**config.mk**
```make
export PLATFORM = sky130hd
export DESIGN_NAME = id_ex_pipe_reg
export DESIGN_NICKNAME = d
export VERILOG_FILES = /design/src/rtl/id_ex_pipe_reg.sv
export SDC_FILE = /design/constraint.sdc
export NUM_CORES = 1
export LEC_CHECK = 0
export ABC_AREA = 0
export ABC_CLOCK_PERIOD_IN_PS = 5500
export BUFFER_PORTS_ARGS = -buffer_cell sky130_fd_sc_hd__buf_4
export CELL_PAD_IN_SITES_DETAIL_PLACEMENT = 0
export CELL_PAD_IN_SITES_GLOBAL_PLACEMENT = 1
export CORE_AREA = 2 2 233 235
export DETAILED_ROUTE_END_ITERATION = 8
export DIE_AREA = 0 0 235 237
export PLACE_DENSITY = 0.55
export SLEW_MARGIN = 20
export SYNTH_ARGS = -nofsm -noshare
export SYNTH_HDL_FRONTEND = slang
export SYNTH_SLANG_ARGS = --single-unit
```
**constraint.sdc**
```tcl
create_clock -name clk -period 5.5 [get_ports clk]
set_clock_uncertainty 0.15 [all_clocks]
set_input_delay 0 -clock clk [delete_from_list [all_inputs] [get_ports clk]]
set_output_delay 0 -clock clk [all_outputs]
set_load 0.005 [all_outputs]
```
**src/rtl/id_ex_pipe_reg.sv**
```systemverilog
// ID/EX pipeline register: captures decode-stage control and operands for EX,
// with freeze, squash and load-use bubble handling plus saturating debug counters.
module id_ex_pipe_reg #(
    parameter int DATA_W = 64,
    parameter int REG_W  = 5,
    parameter int CNT_W  = 16
) (
    input  logic              clk,
    input  logic              reset,
    input  logic              hold,
    input  logic              flush,
    input  logic              bubble_in,
    input  logic              valid_in,
    input  logic [1:0]        ALUOp_in,
    input  logic              Branch_in,
    input  logic              MemRead_in,
    input  logic              MemtoReg_in,
    input  logic              MemWrite_in,
    input  logic              ALUSrc_in,
    input  logic              RegWrite_in,
    input  logic [DATA_W-1:0] pc_in,
    input  logic [DATA_W-1:0] rd1_in,
    input  logic [DATA_W-1:0] rd2_in,
    input  logic [DATA_W-1:0] imm_in,
    input  logic [3:0]        funct_in,
    input  logic [REG_W-1:0]  rs1_in,
    input  logic [REG_W-1:0]  rs2_in,
    input  logic [REG_W-1:0]  rd_in,
    output logic [1:0]        ALUOp_out,
    output logic              Branch_out,
    output logic              MemRead_out,
    output logic              MemtoReg_out,
    output logic              MemWrite_out,
    output logic              ALUSrc_out,
    output logic              RegWrite_out,
    output logic [DATA_W-1:0] pc_out,
    output logic [DATA_W-1:0] rd1_out,
    output logic [DATA_W-1:0] rd2_out,
    output logic [DATA_W-1:0] imm_out,
    output logic [3:0]        funct_out,
    output logic [REG_W-1:0]  rs1_out,
    output logic [REG_W-1:0]  rs2_out,
    output logic [REG_W-1:0]  rd_out,
    output logic              valid_out,
    output logic [CNT_W-1:0]  bubble_cnt,
    output logic [CNT_W-1:0]  flush_cnt
);

    localparam logic [CNT_W-1:0] CNT_MAX = '1;
    localparam logic [CNT_W-1:0] CNT_ONE = {{(CNT_W-1){1'b0}}, 1'b1};

    logic bubbleSat;
    logic flushSat;

    assign bubbleSat = (bubble_cnt == CNT_MAX);
    assign flushSat  = (flush_cnt == CNT_MAX);

    // Control bits and valid: a bubble keeps the operands but kills every side effect.
    always_ff @(posedge clk) begin
        if (reset || flush) begin
            ALUOp_out    <= '0;
            Branch_out   <= 1'b0;
            MemRead_out  <= 1'b0;
            MemtoReg_out <= 1'b0;
            MemWrite_out <= 1'b0;
            ALUSrc_out   <= 1'b0;
            RegWrite_out <= 1'b0;
            valid_out    <= 1'b0;
        end else if (!hold) begin
            if (bubble_in) begin
                ALUOp_out    <= '0;
                Branch_out   <= 1'b0;
                MemRead_out  <= 1'b0;
                MemtoReg_out <= 1'b0;
                MemWrite_out <= 1'b0;
                ALUSrc_out   <= 1'b0;
                RegWrite_out <= 1'b0;
                valid_out    <= 1'b0;
            end else begin
                ALUOp_out    <= ALUOp_in;
                Branch_out   <= Branch_in;
                MemRead_out  <= MemRead_in;
                MemtoReg_out <= MemtoReg_in;
                MemWrite_out <= MemWrite_in;
                ALUSrc_out   <= ALUSrc_in;
                RegWrite_out <= RegWrite_in;
                valid_out    <= valid_in;
            end
        end
    end

    always_ff @(posedge clk) begin
        if (reset || flush) begin
            pc_out    <= '0;
            rd1_out   <= '0;
            rd2_out   <= '0;
            imm_out   <= '0;
            funct_out <= '0;
            rs1_out   <= '0;
            rs2_out   <= '0;
            rd_out    <= '0;
        end else if (!hold) begin
            pc_out    <= pc_in;
            rd1_out   <= rd1_in;
            rd2_out   <= rd2_in;
            imm_out   <= imm_in;
            funct_out <= funct_in;
            rs1_out   <= rs1_in;
            rs2_out   <= rs2_in;
            rd_out    <= rd_in;
        end
    end

    // A flush wins over a coincident bubble, so only one counter can move per edge.
    always_ff @(posedge clk) begin
        if (reset) begin
            bubble_cnt <= '0;
            flush_cnt  <= '0;
        end else if (flush) begin
            if (!flushSat) begin
                flush_cnt <= flush_cnt + CNT_ONE;
            end
        end else if (!hold && bubble_in && !bubbleSat) begin
            bubble_cnt <= bubble_cnt + CNT_ONE;
        end
    end

endmodule

```
After elaboration in Yosys (flattened, before gate mapping)
Index checks and enable logic that the tools add are counted.
{"block": "totals", "ff_bits": 316, "in_bits": 289, "output_inout_bits": 316, "wordCells": 39}
{"block": "classes", "n_addsub": 2, "n_eq_ne": 2, "n_mux": 8, "bitwise_logic": 2, "n_reduce_logical": 7}
{"operator": "16-bit by 1-bit adder with 16-bit output (second input constant)", "count": 2}
{"operator": "16-bit == test (second input constant)", "count": 2}
{"operator": "1-bit 2-to-1 mux", "count": 7}
{"operator": "2-bit AND reduction", "count": 2}
{"operator": "1-bit logical AND", "count": 2}
{"operator": "1-bit zero test", "count": 2}
{"operator": "2-bit 2-to-1 mux", "count": 1}
{"operator": "1-bit NOT", "count": 2}
{"operator": "1-bit logical OR", "count": 1}

Logic depth before layout (Yosys ltp)
{"block": "depth", "ltp_word": 4, "ltp_mapped": 7}

Worst setup path before layout
No wires, ideal clock.
{"block": "synth_timing", "path_kind": "reg2reg", "from": "register flush_cnt[0]", "to": "register flush_cnt[1]", "setup_time_ns": 0.128, "arrival_time_ns": 1.806, "required_ns": 5.222, "setup_slack_ns": 3.417, "path_stages_with_launch": 6, "n_path_buf": 0, "period_less_slack_ns": 2.083, "cell_sequence": "dfxtp_1 > ha_1 > nand4_1 > o41ai_2 > mux2i_1 > nor2_1"}
{"block": "synth_via", "elab_chain_len": 3}
{"item": "from (decl)", "line_no": "46", "rtl": "output logic [CNT_W-1:0] flush_cnt"}
{"item": "from (signal assigned)", "line_no": "121", "rtl": "flush_cnt <= flush_cnt + CNT_ONE;"}
{"item": "parallel branches: the longest is 3 deep, another holds 16-bit by 1-bit adder with 16-bit output"}
Several ways; the timed one is not identified.
A chain may end at the register's enable or synchronous reset.

Worst setup path after layout
{"block": "layout_timing", "from": "register flush_cnt[0]", "to": "register flush_cnt[2]"}
The elaborated chain is that of the path after synthesis.

==> metrics.md <==
| Metric | Value |
|---|---|
| Placed Area | between 15000 and 20000 sq um |
| First-pass GRT wire length | between 60 and 70 mm |
| Maximum VDD drop | 0.000214 V |
| Routed wire length | 44.7 mm |
| Mean Syn Cell Area | between 10 and 15 sq um |
| Main flop type after synthesis | dfxtp_1 |
| Final total power | approximately 5700 uW |
| HP Class | input pin to register |
| Worst slew pin tran | around 1.2 ns |
| Fin. max-slew vios | 0 |
| Initial antenna violation count | 0 |
| Syn-to-layout area delta | 88.5% |
| Max-Slew Margin vs Limit | a little over a fifth |
| Required @ worst endpoint | approximately 5.8 ns |
| Post-Syn Area | approximately 11000 sq um |
| Total grt overflow | 0 |
| Distinct cells, synth | 43 |
| Final non-filler cell total | about 2800 |
| All-Layer GR Usage | between 10% and 20% |
| Vias in the first global route | approximately 12000 |
| Post-CTS sizing | 0 |
| Min Tclk post-route | ~2.9 ns |
| Nature of the critical path startpoint | register |
| Status | finished clean |
| Max frequency | around 350 MHz |
| # fillers | approximately 5300 |
| Clock slew at reported path FFs | roughly 0.060 ns |
| CTS Buffer Depth | 3 |
| Register-to-Register Path Depth | 6 |
| Top cell type's share of synthesized area | 55.0% |
| Layout cells sized above 1 | about a third |
| Placed Cells incl. Taps | 2348 |
| Worst hold stages | 3 |
| Vias/cell | between 4 and 5 |
| Seq/Total Area, Yosys | 55.0% |
| Tcrit/Tclk final | between 50 and 60% |
| Port bufs | 604 |
| Cell count after synthesis | 1115 |
| Die area | about 56000 sq um |
| Crit path arrival time | 3.19 ns |
| Asr flop ratio synth | 0% |
| CTS HTree Levels | 2 |
| Die W | 235 um |
| Max Cap Viol | 0 |
| PwrDens | 261 nW/um^2 |
| CTS root buffer | clkbuf_16 |
| Drt initial violations | about 350 |
| CTS tree | built |
| Routability congestion estimate | approximately 0.76 |
| Row count | 85 |
| Final ANT Viol Nets | 0 |
| Largest stage delay, worst path | 0.79 ns |
| Leak | around 0.010 uW |
| Dpl hpwl | 30.7 mm |
| Pre-antenna DRT Iters | 4 |
| Die Y | ~240 um |
| Hold Violations, Final | 0 |
| Synth cell count leaders | 316 x dfxtp_1, 302 x nor2_1, 278 x mux2i_1, 59 x clkbuf_1, 17 x a21oi_1 |
| Crit end category | register |
| Synthesis Warnings | 0 |
| CP max stage cell | o41ai_2 |
| # IOs | roughly 610 |
| Setup Viol. Count Final | 0 |
| Final nets | 2360 |
| WL/cell | between 15 and 20 um |
| Post-synth EDFFs | 0 |
| Largest net degree at the start of global routing | 160 |
| Post-synth top area cell | dfxtp_1 |
| Initial core utilization | between 20% and 30% |
| CORE AREA | between 50000 and 60000 sq um |
| Sum of negative setup slack | 0 ns |
| CTS hold repair buffers | ~380 |
| Syn Nets | about 1400 |
| Worst setup path class | register to register |
| CP Cell Sequence | ha_1 -> nand4_1 -> o41ai_2 -> nor2_1 -> nor3_1 -> dlygate4sd3_1 |
| CP max FO | 7 |
| Multi-input logic area | between 4000 and 5000 sq um |
| Total CTS buffers | 40 |
| Sink Count | 316 |
| Antenna diode count | 0 |
| DR DRC count | 0 |
| Worst skew pair latency | 0.54 ns |
| Post-route cell area | 21700 sq um |
| Setup bufs post-CTS | 0 |
| Count leader, synth | dfxtp_1 |
| Seq. cell area | 6330 sq um |
| RSZ-0062 raised after global routing | false |
| Via count | 11600 |
| Yosys reg bits | approximately 320 |
| Top post-synthesis cells by area | dfxtp_1 55%, mux2i_1 24%, nor2_1 9.9%, clkbuf_1 1.9%, a21oi_1 0.74% |
==> area by class of cell <==
type                            instances  area share, %
Timing Repair Buffer                  985           38.6
Sequential cell                       316           29.2
Multi-Input combinational cell        723           22.5
Clock buffer                           59           5.32
Tap cell                              696           4.02
Clock inverter                         12          0.323
Inverter                                3         0.0520
==> cell families after synthesis <==
family	count (synthesis)	synth area share, %
mux	283	24.7
compound gates	51	2.94
fa+ha+maj	2	0.218
simple gates	384	14.3
xor+xnor	3	0.229
flops	316	55.0
buf+inv	76	2.58
==> critical path, delay by kind of cell (launching register included) <==
| kind | cells | cell delay (ns) |
|---|---|---|
| compound gates | 1 | 0.79 |
| simple gates | 3 | 0.60 |
| fa+ha+maj | 1 | 0.29 |
| flops | 1 | 0.42 |
| buf+inv | 1 | 0.57 |
==> worst paths after layout <==
kind                                   start      endpoint  slack, ns
worst max register to register  flush_cnt[0]  flush_cnt[2]       2.63
worst min register to register  ALUOp_out[0]  ALUOp_out[0]       0.34
worst min-delay path                    hold  ALUOp_out[0]       0.03
worst max-delay path            flush_cnt[0]  flush_cnt[2]       2.63
==> per-layer routing <==
| metal | global-route usage (%) | wire length, um | share of wire, % |
|---|---|---|---|
| met1 | 16.8 | 17400 | 39 |
| met2 | 27.4 | 22600 | 51 |
| met3 | 4.14 | 3030 | 6.8 |
| met4 | 6.83 | 1640 | 3.7 |
| met5 | 0 | 0 | 0 |
==> registers in the layout (all words and copies together) (netlist names) <==
register,count
imm_out,64
pc_out,64
rd1_out,64
rd2_out,64
bubble_cnt,16
flush_cnt,16
rd_out,5
rs1_out,5
rs2_out,5
funct_out,4
ALUOp_out,2
ALUSrc_out,1
Branch_out,1
MemRead_out,1
MemWrite_out,1
MemtoReg_out,1
RegWrite_out,1
valid_out,1
==> stage by stage <==
step / hold slack, ns / util [%] / setup WS, ns
after floorplan: -0.00606 / - / 3.42
after global placement: 0.0780 / 31.3 / 3.13
after detailed placement: 0.0860 / 31.3 / 3.10
after CTS: 0.000478 / 40.7 / 2.66
after global routing: 0.0468 / 40.7 / 2.47
final: 0.0311 / 40.7 / 2.63
==> cells in the final DEF (no fill, tap or decap), types with 7 or more instances in the layout <==
| cell type | synthesis | routed |
|---|---|---|
| a22oi_1 | 8 | 8 |
| mux2i_1 | 278 | 278 |
| nand4_1 | 13 | 13 |
| clkbuf_16 | 0 | 41 |
| or3_1 | 7 | 7 |
| nor3_1 | 10 | 10 |
| dfxtp_1 | 316 | 316 |
| nand2_1 | 7 | 7 |
| a21oi_1 | 17 | 17 |
| clkinv_2 | 0 | 9 |
| clkbuf_1 | 59 | 12 |
| dlygate4sd3_1 | 0 | 375 |
| nand3_1 | 11 | 11 |
| buf_4 | 0 | 607 |
| nor2_1 | 302 | 302 |
==> power breakdown <==
part / internal (uW) / total (uW) / switching (uW)
combinational: 505 / 788 / 283
clock: 1450 / 2480 / 1030
sequential: 2360 / 2400 / 39.9
total: 4320 / 5670 / 1350
Note: power is estimated with default switching activity, not from simulation.
